**src/rtl/lsu_stbuf_queue_pkg.sv**
```systemverilog
// Shared types and constants for the LSU store buffer.
// Also holds the word-alignment and byte-merge helpers used by the queue and the forwarding logic.
package lsu_stbuf_queue_pkg;

    localparam int RV_DCCM_BITS       = 16;
    localparam int RV_LSU_STBUF_DEPTH = 4;
    localparam int STBUF_DATA_W       = 32;
    localparam int STBUF_BYTES        = STBUF_DATA_W / 8;

    typedef struct packed {
        logic                    valid;
        logic                    pic;
        logic [RV_DCCM_BITS-1:0] addr;
        logic [STBUF_BYTES-1:0]  byteen;
        logic [STBUF_DATA_W-1:0] data;
    } stbuf_entry_t;

    function automatic logic [RV_DCCM_BITS-1:0] word_addr(input logic [RV_DCCM_BITS-1:0] a);
        return {a[RV_DCCM_BITS-1:2], 2'b00};
    endfunction

    function automatic logic [STBUF_DATA_W-1:0] merge_bytes(
        input logic [STBUF_DATA_W-1:0] old_d,
        input logic [STBUF_DATA_W-1:0] new_d,
        input logic [STBUF_BYTES-1:0]  be
    );
        logic [STBUF_DATA_W-1:0] res;
        res = old_d;
        for (int j = 0; j < STBUF_BYTES; j++) begin
            if (be[j]) res[8*j +: 8] = new_d[8*j +: 8];
        end
        return res;
    endfunction

endpackage

```
**src/rtl/lsu_stbuf_queue_if.sv**
```systemverilog
// Store-buffer bus: store enqueue, head write request/commit and load forwarding lookup.
interface lsu_stbuf_queue_if
    import lsu_stbuf_queue_pkg::*;
#(
    parameter int ADDR_W = RV_DCCM_BITS,
    parameter int DATA_W = STBUF_DATA_W
);
    logic              st_valid;
    logic [ADDR_W-1:0] st_addr;
    logic [3:0]        st_byteen;
    logic [DATA_W-1:0] st_data;
    logic              st_in_pic;

    logic              stbuf_full;
    logic              stbuf_empty;
    logic              stbuf_reqvld_any;
    logic [ADDR_W-1:0] stbuf_addr_any;
    logic [DATA_W-1:0] stbuf_data_any;
    logic [3:0]        stbuf_byteen_any;
    logic              stbuf_addr_in_pic_any;
    logic              lsu_stbuf_commit_any;

    logic              fwd_valid_dc2;
    logic [ADDR_W-1:0] fwd_addr_lo_dc2;
    logic [ADDR_W-1:0] fwd_addr_hi_dc2;
    logic [DATA_W-1:0] stbuf_fwddata_lo_dc3;
    logic [DATA_W-1:0] stbuf_fwddata_hi_dc3;
    logic [3:0]        stbuf_fwdbyteen_lo_dc3;
    logic [3:0]        stbuf_fwdbyteen_hi_dc3;

    modport master (
        output st_valid, st_addr, st_byteen, st_data, st_in_pic,
        output lsu_stbuf_commit_any,
        output fwd_valid_dc2, fwd_addr_lo_dc2, fwd_addr_hi_dc2,
        input  stbuf_full, stbuf_empty, stbuf_reqvld_any, stbuf_addr_any,
        input  stbuf_data_any, stbuf_byteen_any, stbuf_addr_in_pic_any,
        input  stbuf_fwddata_lo_dc3, stbuf_fwddata_hi_dc3,
        input  stbuf_fwdbyteen_lo_dc3, stbuf_fwdbyteen_hi_dc3
    );

    modport slave (
        input  st_valid, st_addr, st_byteen, st_data, st_in_pic,
        input  lsu_stbuf_commit_any,
        input  fwd_valid_dc2, fwd_addr_lo_dc2, fwd_addr_hi_dc2,
        output stbuf_full, stbuf_empty, stbuf_reqvld_any, stbuf_addr_any,
        output stbuf_data_any, stbuf_byteen_any, stbuf_addr_in_pic_any,
        output stbuf_fwddata_lo_dc3, stbuf_fwddata_hi_dc3,
        output stbuf_fwdbyteen_lo_dc3, stbuf_fwdbyteen_hi_dc3
    );

endinterface

```
**src/rtl/lsu_stbuf_queue_fwd.sv**
```systemverilog
// Per-byte store-to-load forwarding select for one lookup address.
// Entries are walked oldest to youngest, so younger matches overwrite older ones.
module lsu_stbuf_fwd
    import lsu_stbuf_queue_pkg::*;
#(
    parameter int DEPTH = RV_LSU_STBUF_DEPTH,
    parameter int PTR_W = $clog2(DEPTH)
) (
    input  stbuf_entry_t            ent [DEPTH],
    input  logic [PTR_W-1:0]        head,
    input  logic [RV_DCCM_BITS-1:0] lk_addr,
    input  stbuf_entry_t            byp,
    output logic [STBUF_BYTES-1:0]  fwd_byteen,
    output logic [STBUF_DATA_W-1:0] fwd_data
);

    logic [RV_DCCM_BITS-1:0] lk_word;
    logic [PTR_W-1:0]        idx;

    assign lk_word = word_addr(lk_addr);

    always_comb begin
        fwd_byteen = '0;
        fwd_data   = '0;
        idx        = '0;
        for (int i = 0; i < DEPTH; i++) begin
            idx = head + PTR_W'(i);
            if (ent[idx].valid && !ent[idx].pic && (ent[idx].addr == lk_word)) begin
                for (int j = 0; j < STBUF_BYTES; j++) begin
                    if (ent[idx].byteen[j]) begin
                        fwd_byteen[j]     = 1'b1;
                        fwd_data[8*j +: 8] = ent[idx].data[8*j +: 8];
                    end
                end
            end
        end
        // The store arriving this cycle is younger than anything already queued.
        if (byp.valid && !byp.pic && (byp.addr == lk_word)) begin
            for (int j = 0; j < STBUF_BYTES; j++) begin
                if (byp.byteen[j]) begin
                    fwd_byteen[j]     = 1'b1;
                    fwd_data[8*j +: 8] = byp.data[8*j +: 8];
                end
            end
        end
    end

endmodule

```
**src/rtl/lsu_stbuf_queue.sv**
```systemverilog
// In-order store buffer feeding the DCCM/PIC control stage, with coalescing
// into the youngest entry and registered per-byte forwarding for loads.
module lsu_stbuf_queue
    import lsu_stbuf_queue_pkg::*;
#(
    parameter int DEPTH = RV_LSU_STBUF_DEPTH
) (
    input logic               clk,
    input logic               rst_l,
    lsu_stbuf_queue_if.slave  bus
);

    localparam int PTR_W = $clog2(DEPTH);
    localparam int CNT_W = PTR_W + 1;

    stbuf_entry_t            ent [DEPTH];
    stbuf_entry_t            head_ent;
    stbuf_entry_t            st_ent;
    stbuf_entry_t            byp;
    logic [PTR_W-1:0]        head;
    logic [PTR_W-1:0]        tail;
    logic [PTR_W-1:0]        yidx;
    logic [CNT_W-1:0]        count;
    logic                    drain;
    logic                    has_room;
    logic                    do_merge;
    logic                    do_push;

    logic [STBUF_BYTES-1:0]  fwd_be_lo, fwd_be_hi;
    logic [STBUF_DATA_W-1:0] fwd_d_lo, fwd_d_hi;
    logic [STBUF_BYTES-1:0]  fwd_be_lo_q, fwd_be_hi_q;
    logic [STBUF_DATA_W-1:0] fwd_d_lo_q, fwd_d_hi_q;

    assign head_ent = ent[head];
    assign yidx     = tail - PTR_W'(1);
    assign drain    = bus.lsu_stbuf_commit_any && head_ent.valid;
    assign has_room = (count != CNT_W'(DEPTH));

    always_comb begin
        st_ent        = '0;
        st_ent.valid  = bus.st_valid;
        st_ent.pic    = bus.st_in_pic;
        st_ent.addr   = word_addr(bus.st_addr);
        st_ent.byteen = bus.st_byteen;
        st_ent.data   = bus.st_data;
    end

    // A head that leaves this cycle can no longer absorb a merge.
    assign do_merge = bus.st_valid && (count != '0) && ent[yidx].valid
                      && (ent[yidx].addr == st_ent.addr) && (ent[yidx].pic == st_ent.pic)
                      && !(drain && (yidx == head));
    assign do_push  = bus.st_valid && !do_merge && (has_room || drain);

    always_comb begin
        byp       = st_ent;
        byp.valid = do_merge || do_push;
    end

    lsu_stbuf_fwd #(.DEPTH(DEPTH), .PTR_W(PTR_W)) u_fwd_lo (
        .ent        (ent),
        .head       (head),
        .lk_addr    (bus.fwd_addr_lo_dc2),
        .byp        (byp),
        .fwd_byteen (fwd_be_lo),
        .fwd_data   (fwd_d_lo)
    );

    lsu_stbuf_fwd #(.DEPTH(DEPTH), .PTR_W(PTR_W)) u_fwd_hi (
        .ent        (ent),
        .head       (head),
        .lk_addr    (bus.fwd_addr_hi_dc2),
        .byp        (byp),
        .fwd_byteen (fwd_be_hi),
        .fwd_data   (fwd_d_hi)
    );

    always_ff @(posedge clk) begin
        if (!rst_l) begin
            head  <= '0;
            tail  <= '0;
            count <= '0;
            for (int i = 0; i < DEPTH; i++) ent[i] <= '0;
            fwd_be_lo_q <= '0;
            fwd_be_hi_q <= '0;
            fwd_d_lo_q  <= '0;
            fwd_d_hi_q  <= '0;
        end else begin
            if (drain) begin
                ent[head].valid <= 1'b0;
                head            <= head + PTR_W'(1);
            end
            // When full with a drain, tail == head and the new entry overrides the invalidate.
            if (do_push) begin
                ent[tail] <= st_ent;
                tail      <= tail + PTR_W'(1);
            end
            if (do_merge) begin
                ent[yidx].byteen <= ent[yidx].byteen | st_ent.byteen;
                ent[yidx].data   <= merge_bytes(ent[yidx].data, st_ent.data, st_ent.byteen);
            end
            count <= count + CNT_W'(do_push) - CNT_W'(drain);

            fwd_be_lo_q <= bus.fwd_valid_dc2 ? fwd_be_lo : '0;
            fwd_be_hi_q <= bus.fwd_valid_dc2 ? fwd_be_hi : '0;
            fwd_d_lo_q  <= bus.fwd_valid_dc2 ? fwd_d_lo  : '0;
            fwd_d_hi_q  <= bus.fwd_valid_dc2 ? fwd_d_hi  : '0;
        end
    end

    assign bus.stbuf_full            = (count == CNT_W'(DEPTH));
    assign bus.stbuf_empty           = (count == '0);
    assign bus.stbuf_reqvld_any      = head_ent.valid;
    assign bus.stbuf_addr_any        = head_ent.addr;
    assign bus.stbuf_data_any        = head_ent.data;
    assign bus.stbuf_byteen_any      = head_ent.byteen;
    assign bus.stbuf_addr_in_pic_any = head_ent.pic;

    assign bus.stbuf_fwddata_lo_dc3   = fwd_d_lo_q;
    assign bus.stbuf_fwddata_hi_dc3   = fwd_d_hi_q;
    assign bus.stbuf_fwdbyteen_lo_dc3 = fwd_be_lo_q;
    assign bus.stbuf_fwdbyteen_hi_dc3 = fwd_be_hi_q;

endmodule

```
**src/flat_wrapper.sv**
```systemverilog
// flat-port wrapper written by rule: the top's interface ports become plain ports
module lsu_stbuf_queue_flat import lsu_stbuf_queue_pkg::*;
#(
    parameter int DEPTH = RV_LSU_STBUF_DEPTH
)
  (clk, rst_l, bus_st_valid, bus_st_addr, bus_st_byteen, bus_st_data, bus_st_in_pic, bus_lsu_stbuf_commit_any, bus_fwd_valid_dc2, bus_fwd_addr_lo_dc2, bus_fwd_addr_hi_dc2, bus_stbuf_full, bus_stbuf_empty, bus_stbuf_reqvld_any, bus_stbuf_addr_any, bus_stbuf_data_any, bus_stbuf_byteen_any, bus_stbuf_addr_in_pic_any, bus_stbuf_fwddata_lo_dc3, bus_stbuf_fwddata_hi_dc3, bus_stbuf_fwdbyteen_lo_dc3, bus_stbuf_fwdbyteen_hi_dc3);
  lsu_stbuf_queue_if bus_i ();
  input logic clk;
  input logic rst_l;
  input wire logic [$bits(bus_i.st_valid)-1:0] bus_st_valid;
  input wire logic [$bits(bus_i.st_addr)-1:0] bus_st_addr;
  input wire logic [$bits(bus_i.st_byteen)-1:0] bus_st_byteen;
  input wire logic [$bits(bus_i.st_data)-1:0] bus_st_data;
  input wire logic [$bits(bus_i.st_in_pic)-1:0] bus_st_in_pic;
  input wire logic [$bits(bus_i.lsu_stbuf_commit_any)-1:0] bus_lsu_stbuf_commit_any;
  input wire logic [$bits(bus_i.fwd_valid_dc2)-1:0] bus_fwd_valid_dc2;
  input wire logic [$bits(bus_i.fwd_addr_lo_dc2)-1:0] bus_fwd_addr_lo_dc2;
  input wire logic [$bits(bus_i.fwd_addr_hi_dc2)-1:0] bus_fwd_addr_hi_dc2;
  output wire logic [$bits(bus_i.stbuf_full)-1:0] bus_stbuf_full;
  output wire logic [$bits(bus_i.stbuf_empty)-1:0] bus_stbuf_empty;
  output wire logic [$bits(bus_i.stbuf_reqvld_any)-1:0] bus_stbuf_reqvld_any;
  output wire logic [$bits(bus_i.stbuf_addr_any)-1:0] bus_stbuf_addr_any;
  output wire logic [$bits(bus_i.stbuf_data_any)-1:0] bus_stbuf_data_any;
  output wire logic [$bits(bus_i.stbuf_byteen_any)-1:0] bus_stbuf_byteen_any;
  output wire logic [$bits(bus_i.stbuf_addr_in_pic_any)-1:0] bus_stbuf_addr_in_pic_any;
  output wire logic [$bits(bus_i.stbuf_fwddata_lo_dc3)-1:0] bus_stbuf_fwddata_lo_dc3;
  output wire logic [$bits(bus_i.stbuf_fwddata_hi_dc3)-1:0] bus_stbuf_fwddata_hi_dc3;
  output wire logic [$bits(bus_i.stbuf_fwdbyteen_lo_dc3)-1:0] bus_stbuf_fwdbyteen_lo_dc3;
  output wire logic [$bits(bus_i.stbuf_fwdbyteen_hi_dc3)-1:0] bus_stbuf_fwdbyteen_hi_dc3;
  assign bus_i.st_valid = bus_st_valid;
  assign bus_i.st_addr = bus_st_addr;
  assign bus_i.st_byteen = bus_st_byteen;
  assign bus_i.st_data = bus_st_data;
  assign bus_i.st_in_pic = bus_st_in_pic;
  assign bus_i.lsu_stbuf_commit_any = bus_lsu_stbuf_commit_any;
  assign bus_i.fwd_valid_dc2 = bus_fwd_valid_dc2;
  assign bus_i.fwd_addr_lo_dc2 = bus_fwd_addr_lo_dc2;
  assign bus_i.fwd_addr_hi_dc2 = bus_fwd_addr_hi_dc2;
  assign bus_stbuf_full = bus_i.stbuf_full;
  assign bus_stbuf_empty = bus_i.stbuf_empty;
  assign bus_stbuf_reqvld_any = bus_i.stbuf_reqvld_any;
  assign bus_stbuf_addr_any = bus_i.stbuf_addr_any;
  assign bus_stbuf_data_any = bus_i.stbuf_data_any;
  assign bus_stbuf_byteen_any = bus_i.stbuf_byteen_any;
  assign bus_stbuf_addr_in_pic_any = bus_i.stbuf_addr_in_pic_any;
  assign bus_stbuf_fwddata_lo_dc3 = bus_i.stbuf_fwddata_lo_dc3;
  assign bus_stbuf_fwddata_hi_dc3 = bus_i.stbuf_fwddata_hi_dc3;
  assign bus_stbuf_fwdbyteen_lo_dc3 = bus_i.stbuf_fwdbyteen_lo_dc3;
  assign bus_stbuf_fwdbyteen_hi_dc3 = bus_i.stbuf_fwdbyteen_hi_dc3;
  lsu_stbuf_queue #(.DEPTH(DEPTH)) u_core (.clk(clk), .rst_l(rst_l), .bus(bus_i));
endmodule
```
**config.mk**
```make
export PLATFORM = sky130hd
export DESIGN_NAME = lsu_stbuf_queue_flat
export DESIGN_NICKNAME = d
export VERILOG_FILES = /design/src/rtl/lsu_stbuf_queue_pkg.sv /design/src/rtl/lsu_stbuf_queue_if.sv /design/src/rtl/lsu_stbuf_queue_fwd.sv /design/src/rtl/lsu_stbuf_queue.sv /design/src/flat_wrapper.sv
export SDC_FILE = /design/constraint.sdc
export NUM_CORES = 1
export LEC_CHECK = 0
export BUFFER_PORTS_ARGS = -buffer_cell sky130_fd_sc_hd__clkbuf_2
export CAP_MARGIN = 0
export CORE_MARGIN = 2
export CORE_UTILIZATION = 55
export DETAILED_ROUTE_END_ITERATION = 8
export GPL_ROUTABILITY_DRIVEN = 1
export GPL_TIMING_DRIVEN = 0
export PLACE_DENSITY = 0.75
export SYNTH_ARGS = -nofsm -noshare
export SYNTH_HDL_FRONTEND = slang
export SYNTH_SLANG_ARGS = --single-unit
```
**constraint.sdc**
```tcl
create_clock -name clk -period 7.55 [get_ports clk]
set_clock_uncertainty 0.05 [all_clocks]
set_input_delay 1.51 -clock clk [delete_from_list [all_inputs] [get_ports clk]]
set_output_delay 1.51 -clock clk [all_outputs]
set_load 0.02 [all_outputs]
```
==> flow_metrics.py, run 1 <==
metrics = {
    "sta": {
        "setup-tns-final_ns": 0,
        "grt_setup_unrepaired": "false",
        "setup_viol": 0,
        "period_share_pct": 99.9,
        "finalCriticalPeriod_ns": 7.54,
        "fmaxAchievable_mhz": 133,
        "slew_headroom_pct": 6.62,
        "drv_slew": 0,
        "setup_slack_ns": 0.00973,
        "holdWs_ns": 0.466,
        "worstMarginPinSlew_ns": 1.39,
        "finalHoldViolCount": 0,
    },
    "synth": {
        "synth_ff_type": "dfxtp_1",
        "synth_cells": 2086,
        "ys_ff_latch": 295,
        "synth_area_um2": 22400,
        "synth_top_family_by_area": "multiplexers",
        "synth-simple-area-share_pct": 12.0,
        "synth_edf_count": 0,
        "synth_compound_area_share_pct": 12.0,
        "synthXorXnorAreaFrac_pct": 6.22,
        "synth_fa_ha_area_share_pct": 0.760,
        "netlist-cell-type-count": 80,
        "muxShareOfSynthArea_pct": 37.9,
        "synth_fp_nets": 2189,
        "syn_avg_cell_area_um2": 10.7,
        "synthArstFlopShare_pct": 0,
        "ys_warn_count": 0,
        "ys_seq_area_share_pct": 26.4,
    },
    "grt": {
        "grt_max_degree": 15,
        "grt_usage_pct": 44.8,
        "first_global_vias": 21000,
        "grt-ovfl-total": 0,
        "antenna_found_initial": 3,
        "grt_pass1_wl_mm": 137,
    },
    "detailed_routing": {
        "vias": 21900,
        "antenna_left": 0,
        "drt-wirelength-per-cell_um": 33.9,
        "drt_pre_antenna_iters": 8,
        "routed_wl_mm": 96.3,
        "drt_iter0_markers": 3738,
        "drc": 0,
        "via_per_inst": 7.71,
    },
    "clocking": {
        "htree_levels": 2,
        "cts_num_sinks": 295,
        "ctsHoldBuffers": 0,
        "cts-root-buf": "clkbuf_16",
        "tritoncts": "built",
        "clock_latency_ns": 0.58,
        "cts.clk_slew.worst_paths_ns": 0.06,
        "cts_setup_buffers": 0,
        "numCtsBuffers": 35,
        "cts_buffer_depth": 3,
    },
    "floorplanning": {
        "start_util_pct": 56.0,
        "core.rowCount": 73,
        "die_h_um": 206,
        "num_io_pins": 218,
        "die_w_um": 206,
        "fp.dieArea_um2": 42400,
        "core_area_um2": 40000,
    },
    "cells_and_area": {
        "drive_gt1_share_pct": 26.9,
        "num_antenna_cells": 0,
        "area_growth_pct": 12.2,
        "fin_nets": 2395,
    },
    "power_and_ir_drop": {
        "p_per_area_nw_per_um2": 208,
        "power.switching_mw": 1.91,
        "pwr-share-seq_pct": 34.2,
        "p_total_mw": 5.24,
        "vdd_drop_max_mv": 0.177,
        "combinationalPowerShare_pct": 32.2,
        "clockPowerShare_pct": 33.6,
        "sw_frac_of_total_pct": 36.5,
        "leakagePower_nw": 9.70,
        "p_int_mw": 3.33,
    },
    "worst_setup_path": {
        "crit_path_start_kind": "register",
        "path_max_fanout": 10,
        "required_ns": 7.90,
        "path_class": "register to register",
        "end_kind": "register",
        "critical_path_arrival_ns": 7.89,
        "r2r_start": "u_core.tail[0]",
        "startpoint": "u_core.tail[0]",
    },
    "flow_run": {
        "cap_violations": 0,
    },
    "placed_design": {
        "dpl_worst_slack_ns": -0.144,
        "io_buffers": 167,
        "gp_congestion": 1.05,
        "hpwlAfterDp_mm": 69.0,
    },
    "run_status": {
        "outcome": "finished, final reports clean",
    },
    "hold_path": {
        "min_path_type": "register to register",
    },
}
==> critical path, cell delays in order, from the launching register on <==
cell	delay, ns
dfxtp_1	0.53
buf_4	0.31
buf_4	0.28
buf_2	0.30
clkdlybuf4s15_2	0.64
buf_2	0.52
inv_1	0.20
ha_1	0.32
buf_2	0.33
clkbuf_1	0.51
inv_1	0.20
a211o_1	0.26
a221oi_1	0.35
nor2_1	0.12
nor4_1	0.74
nand2_1	0.11
nand2_1	0.59
clkbuf_1	0.79
o22ai_1	0.18
==> per-layer routing <==
layer | track usage, % | up-vias | routed length [µm]
met3 | 19.8 | 491 | 16500
met4 | 26.6 | 4 | 6490
met1 | 57.2 | 10600 | 33600
met2 | 62.4 | 2185 | 39700
li1 | - | 8642 | -
met5 | 0 | - | 28
==> path summary, 6_finish.rpt <==
| kind | slack [ns] | cells past startpoint | endpoint |
|---|---|---|---|
| min reg2reg | 0.47 | 1 | register |
| max reg2reg | 0.01 | 18 | u_core.ent[81] |
| min | 0.47 | 1 | register |
| max | 0.01 | 18 | u_core.ent[81] |
==> cell usage in the layout (no fill, tap or decap), drive strengths merged, types with 32 or more instances in the layout <==
cell type,synthesis,layout
clkbuf,117,327
dfxtp,295,295
mux2i,251,251
mux4,246,246
o22ai,165,165
xnor2,143,143
nand2,127,127
buf,91,93
nor2b,72,72
and2,48,48
nand4,46,46
mux2,39,39
a222oi,39,39
o21ai,37,37
nor2,36,36
a21oi,33,33
nand3,32,32
==> Yosys cell counts, types with 8 or more instances <==
library cell  count  area share (%)
dfxtp_1         295              26
mux2i_1         251              11
mux4_2          246              25
o22ai_1         165             4.6
xnor2_1         143             5.6
nand2_1         127             2.1
clkbuf_1        117             2.0
nor2b_1          72             2.0
buf_2            59             1.3
and2_1           47             1.3
nand4_1          44             1.2
a222oi_1         39             1.7
mux2_2           39             2.0
nor2_1           36            0.60
a21oi_1          33            0.74
o21ai_0          33            0.74
nand3_1          31            0.69
and3_1           26            0.73
inv_1            25            0.42
xor2_1           16            0.63
buf_1            14            0.23
nor3_1           14            0.31
o221ai_1         14            0.55
nor4_1           13            0.36
o211a_1          13            0.58
ha_1             12            0.67
buf_6            10            0.50
o211ai_1         10            0.34
a31oi_1           8            0.22
buf_4             8            0.27
==> power by group through the flow <==
stage          clock [mW]  combinational [mW]  sequential, mW
2_1_floorplan           0                1.14            1.76
3_3_place_gp            0                1.58            1.80
3_5_place_dp            0                1.61            1.81
4_1_cts              1.75                1.62            1.78
5_1_grt              1.81                1.72            1.80
6_report             1.76                1.68            1.79
==> stage by stage <==
stage	instance area, µm²	util (%)	std cells
floorplan	22400	-	2086
global placement	23900	59.7	2778
detailed placement	23900	59.8	2780
CTS	25100	62.8	2843
global route	25100	62.8	2843
finish	25100	62.8	2843
==> final cells by class <==
class | instances | area, µm²
multi-input cells | 1558 | 15500
fillers | 3260 | 14900
flip-flops and latches | 295 | 5910
plain buffers | 208 | 970
clock buffers | 44 | 950
repair buffers | 169 | 855
well taps | 525 | 657
clock inverters | 19 | 224
inverters | 25 | 93.8
==> what timing repair did <==
item,4_1_cts,5_1_grt
endpoints found under the setup margin,10,38
endpoints found under the hold margin,0,0
gates resized for setup,2,10
gates cloned,0,0
==> cell families (layout without fill, tap and decap cells) <==
kind of cell | Yosys count | count (layout)
AND/OR/NAND/NOR | 468 | 468
XOR/XNOR | 159 | 159
flip-flops | 295 | 295
adder cells (fa/ha/maj) | 13 | 13
multiplexers | 536 | 536
buffers and inverters | 233 | 465
AO/OA/AOI/OAI | 382 | 382
(Power assumes the default switching activity.)
==> inputs of run 2 (changes only) <==
--- a/config.mk
+++ b/config.mk
@@ -12,7 +12,7 @@
 export DETAILED_ROUTE_END_ITERATION = 8
 export GPL_ROUTABILITY_DRIVEN = 1
 export GPL_TIMING_DRIVEN = 0
-export PLACE_DENSITY = 0.75
+export PLACE_DENSITY = 0.82
 export SYNTH_ARGS = -nofsm -noshare
 export SYNTH_HDL_FRONTEND = slang
 export SYNTH_SLANG_ARGS = --single-unit
==> run 2 against run 1 <==
  * The run now ends with design-rule violations left
  * Largest cell class unchanged
  * Core utilization is 0.12 points lower
  * Power rose by 0.58%
  * Setup slack gained 0.053 ns
  * Cell count is 0.21% lower
  * Global-route usage about the same
  * Critical path type unchanged
==> flow_metrics.py, run 2 (synthesized netlist as in run 1, its figures left out) <==
metrics = {
    "grt": {
        "grt_usage_pct": 44.8,
        "grt_pass1_wl_mm": 138,
        "grt-ovfl-total": 0,
        "grt_use_met3_pct": 19.3,
        "antenna_found_initial": 5,
        "grt_busiest_layer": "met2",
        "grt_max_degree": 20,
        "first_global_vias": 21400,
        "gr-usage-met1_pct": 57.3,
        "grt_use_met2_pct": 62.5,
    },
    "floorplanning": {
        "die_h_um": 206,
        "core_area_um2": 40000,
        "fp.dieArea_um2": 42400,
        "core.rowCount": 73,
        "die_w_um": 206,
        "start_util_pct": 56.0,
        "num_io_pins": 218,
    },
    "worst_setup_path": {
        "cpMaxStageDelayCell": "nor3_1",
        "r2r_start": "u_core.tail[0]",
        "regToRegSetupSlack_ns": 0.06,
        "rr_worst_depth": 18,
        "path_cells": "buf_4, buf_4, buf_2, buf_2, inv_1, ha_1, buf_2, clkbuf_1, mux4_2, xnor2_1, nand4_1, nor4b_2, a41oi_2, clkbuf_1, clkbuf_1, nor3_1, nand2_1, o221ai_1",
        "crit_path_start_kind": "register",
        "cp.buffers_inverters": 9,
        "path_max_fanout": 19,
        "slowest_delay_ns": 0.71,
        "required_ns": 7.94,
        "path_class": "register to register",
        "critical_path_arrival_ns": 7.87,
        "crit_family": "buffers and inverters",
        "r2r_end": "u_core.bus.stbuf_fwddata_lo_dc3[29]",
        "end_kind": "register",
    },
    "sta": {
        "period_share_pct": 99.2,
        "setup_viol": 0,
        "grt_setup_unrepaired": "false",
        "slew_headroom_pct": 8.78,
        "finalCriticalPeriod_ns": 7.49,
        "worstMarginPinSlew_ns": 1.37,
        "drv_slew": 0,
        "setup-tns-final_ns": 0,
        "fmaxAchievable_mhz": 134,
        "finalHoldViolCount": 0,
        "setup_slack_ns": 0.0630,
    },
    "detailed_routing": {
        "drt-wirelength-per-cell_um": 33.8,
        "antenna_left": 0,
        "drt_pre_antenna_iters": 9,
        "drt_iter0_markers": 4400,
        "vias": 22300,
        "routed_wl_mm": 95.9,
        "via_per_inst": 7.86,
        "drc": 16,
    },
    "cells_and_area": {
        "layoutNonFillerInstCount": 2837,
        "fin_util_pct": 62.7,
        "area_growth_pct": 12.0,
        "layout_commonest_cell": "dfxtp_1",
        "fin_nets": 2393,
        "drive_gt1_share_pct": 26.7,
        "nFillCells": 3232,
        "final_cell_mix": "dfxtp_1, mux2i_1, mux4_2",
    },
    "clocking": {
        "htree_levels": 2,
        "numCtsBuffers": 35,
        "cts_num_sinks": 295,
        "clock_latency_ns": 0.58,
        "tritoncts": "built",
        "cts-root-buf": "clkbuf_16",
        "cts_buffer_depth": 3,
        "ctsResizeCount": 0,
        "cts.clk_slew.worst_paths_ns": 0.06,
    },
    "run_status": {
        "violations": "design-rule violations",
        "outcome": "complete, but fails checks",
    },
    "power_and_ir_drop": {
        "leakagePower_nw": 9.68,
        "vdd_drop_max_mv": 0.219,
        "p_per_area_nw_per_um2": 210,
        "p_total_mw": 5.27,
    },
    "flow_run": {
        "cap_violations": 0,
    },
    "hold_path": {
        "min_path_type": "register to register",
        "hp-start": "u_core.ent[53]",
        "whs_path_depth": 2,
        "min_to": "u_core.ent[53]",
    },
    "placed_design": {
        "hpwlAfterDp_mm": 67.7,
        "io_buffers": 167,
        "gp_congestion": 1.07,
        "place_inst": 2779,
        "dpl_worst_slack_ns": -0.0514,
    },
}
[run 2: final cells by class]
cell class / instances / area, µm² / area share, %
antenna: 1 / 2.50 / 0.00998
buffer: 207 / 956 / 3.81
clock buffer: 43 / 976 / 3.89
clock inverter: 15 / 196 / 0.783
inverter: 25 / 93.8 / 0.374
multi-input combinational: 1558 / 15500 / 61.6
sequential: 295 / 5910 / 23.5
tap: 525 / 657 / 2.62
timing repair buffer: 168 / 841 / 3.35
[run 2: report_power, final]
group / internal (mW) / leakage (nW) / switching (mW)
Clock: 1.05 / 0.569 / 0.741
Combinational: 0.663 / 6.72 / 1.02
Sequential: 1.65 / 2.39 / 0.139
Total: 3.37 / 9.68 / 1.90
[run 2: how the worst max path moves through the flow]
stage / start / to / slack (ns) / depth (start not counted)
after global routing: u_core.tail[0] / u_core.bus.stbuf_fwddata_lo_dc3[29] / 0.07 / 18
after floorplan: u_core.tail[0] / u_core.count[2] / 2.10 / 20
after detailed placement: u_core.tail[0] / u_core.bus.stbuf_fwddata_lo_dc3[29] / -0.05 / 19
after CTS: u_core.tail[0] / u_core.bus.stbuf_fwddata_lo_dc3[29] / 0.43 / 18
final: u_core.tail[0] / u_core.bus.stbuf_fwddata_lo_dc3[29] / 0.06 / 18
after global placement: u_core.tail[0] / u_core.bus.stbuf_fwddata_lo_dc3[29] / -0.11 / 19
[run 2: what timing repair did]
action	CTS	global route
hold buffers	0	0
endpoints found under the setup margin	5	0
buffers inserted	0	0
endpoints found under the hold margin	0	0
[run 2: worst min-delay path, cell delays in order (launching register included)]
cell and delay (ns):
dfxtp_1 0.34, nand2_1 0.07, a21boi_0 0.07
[run 2: through the flow]
stage | cell area (µm²) | hold slack (ns)
final | 25100 | 0.475
after global routing | 25100 | 0.482
after CTS | 25100 | 0.464
after detailed placement | 23900 | 0.452
after global placement | 23900 | 0.447
after floorplan | 22400 | 0.411
[run 2: routing by layer]
metal	part of all wire (%)	vias up
met5	0.15	-
met4	7.4	10
met3	17	559
met2	41	2346
met1	34	10800
li1	-	8615
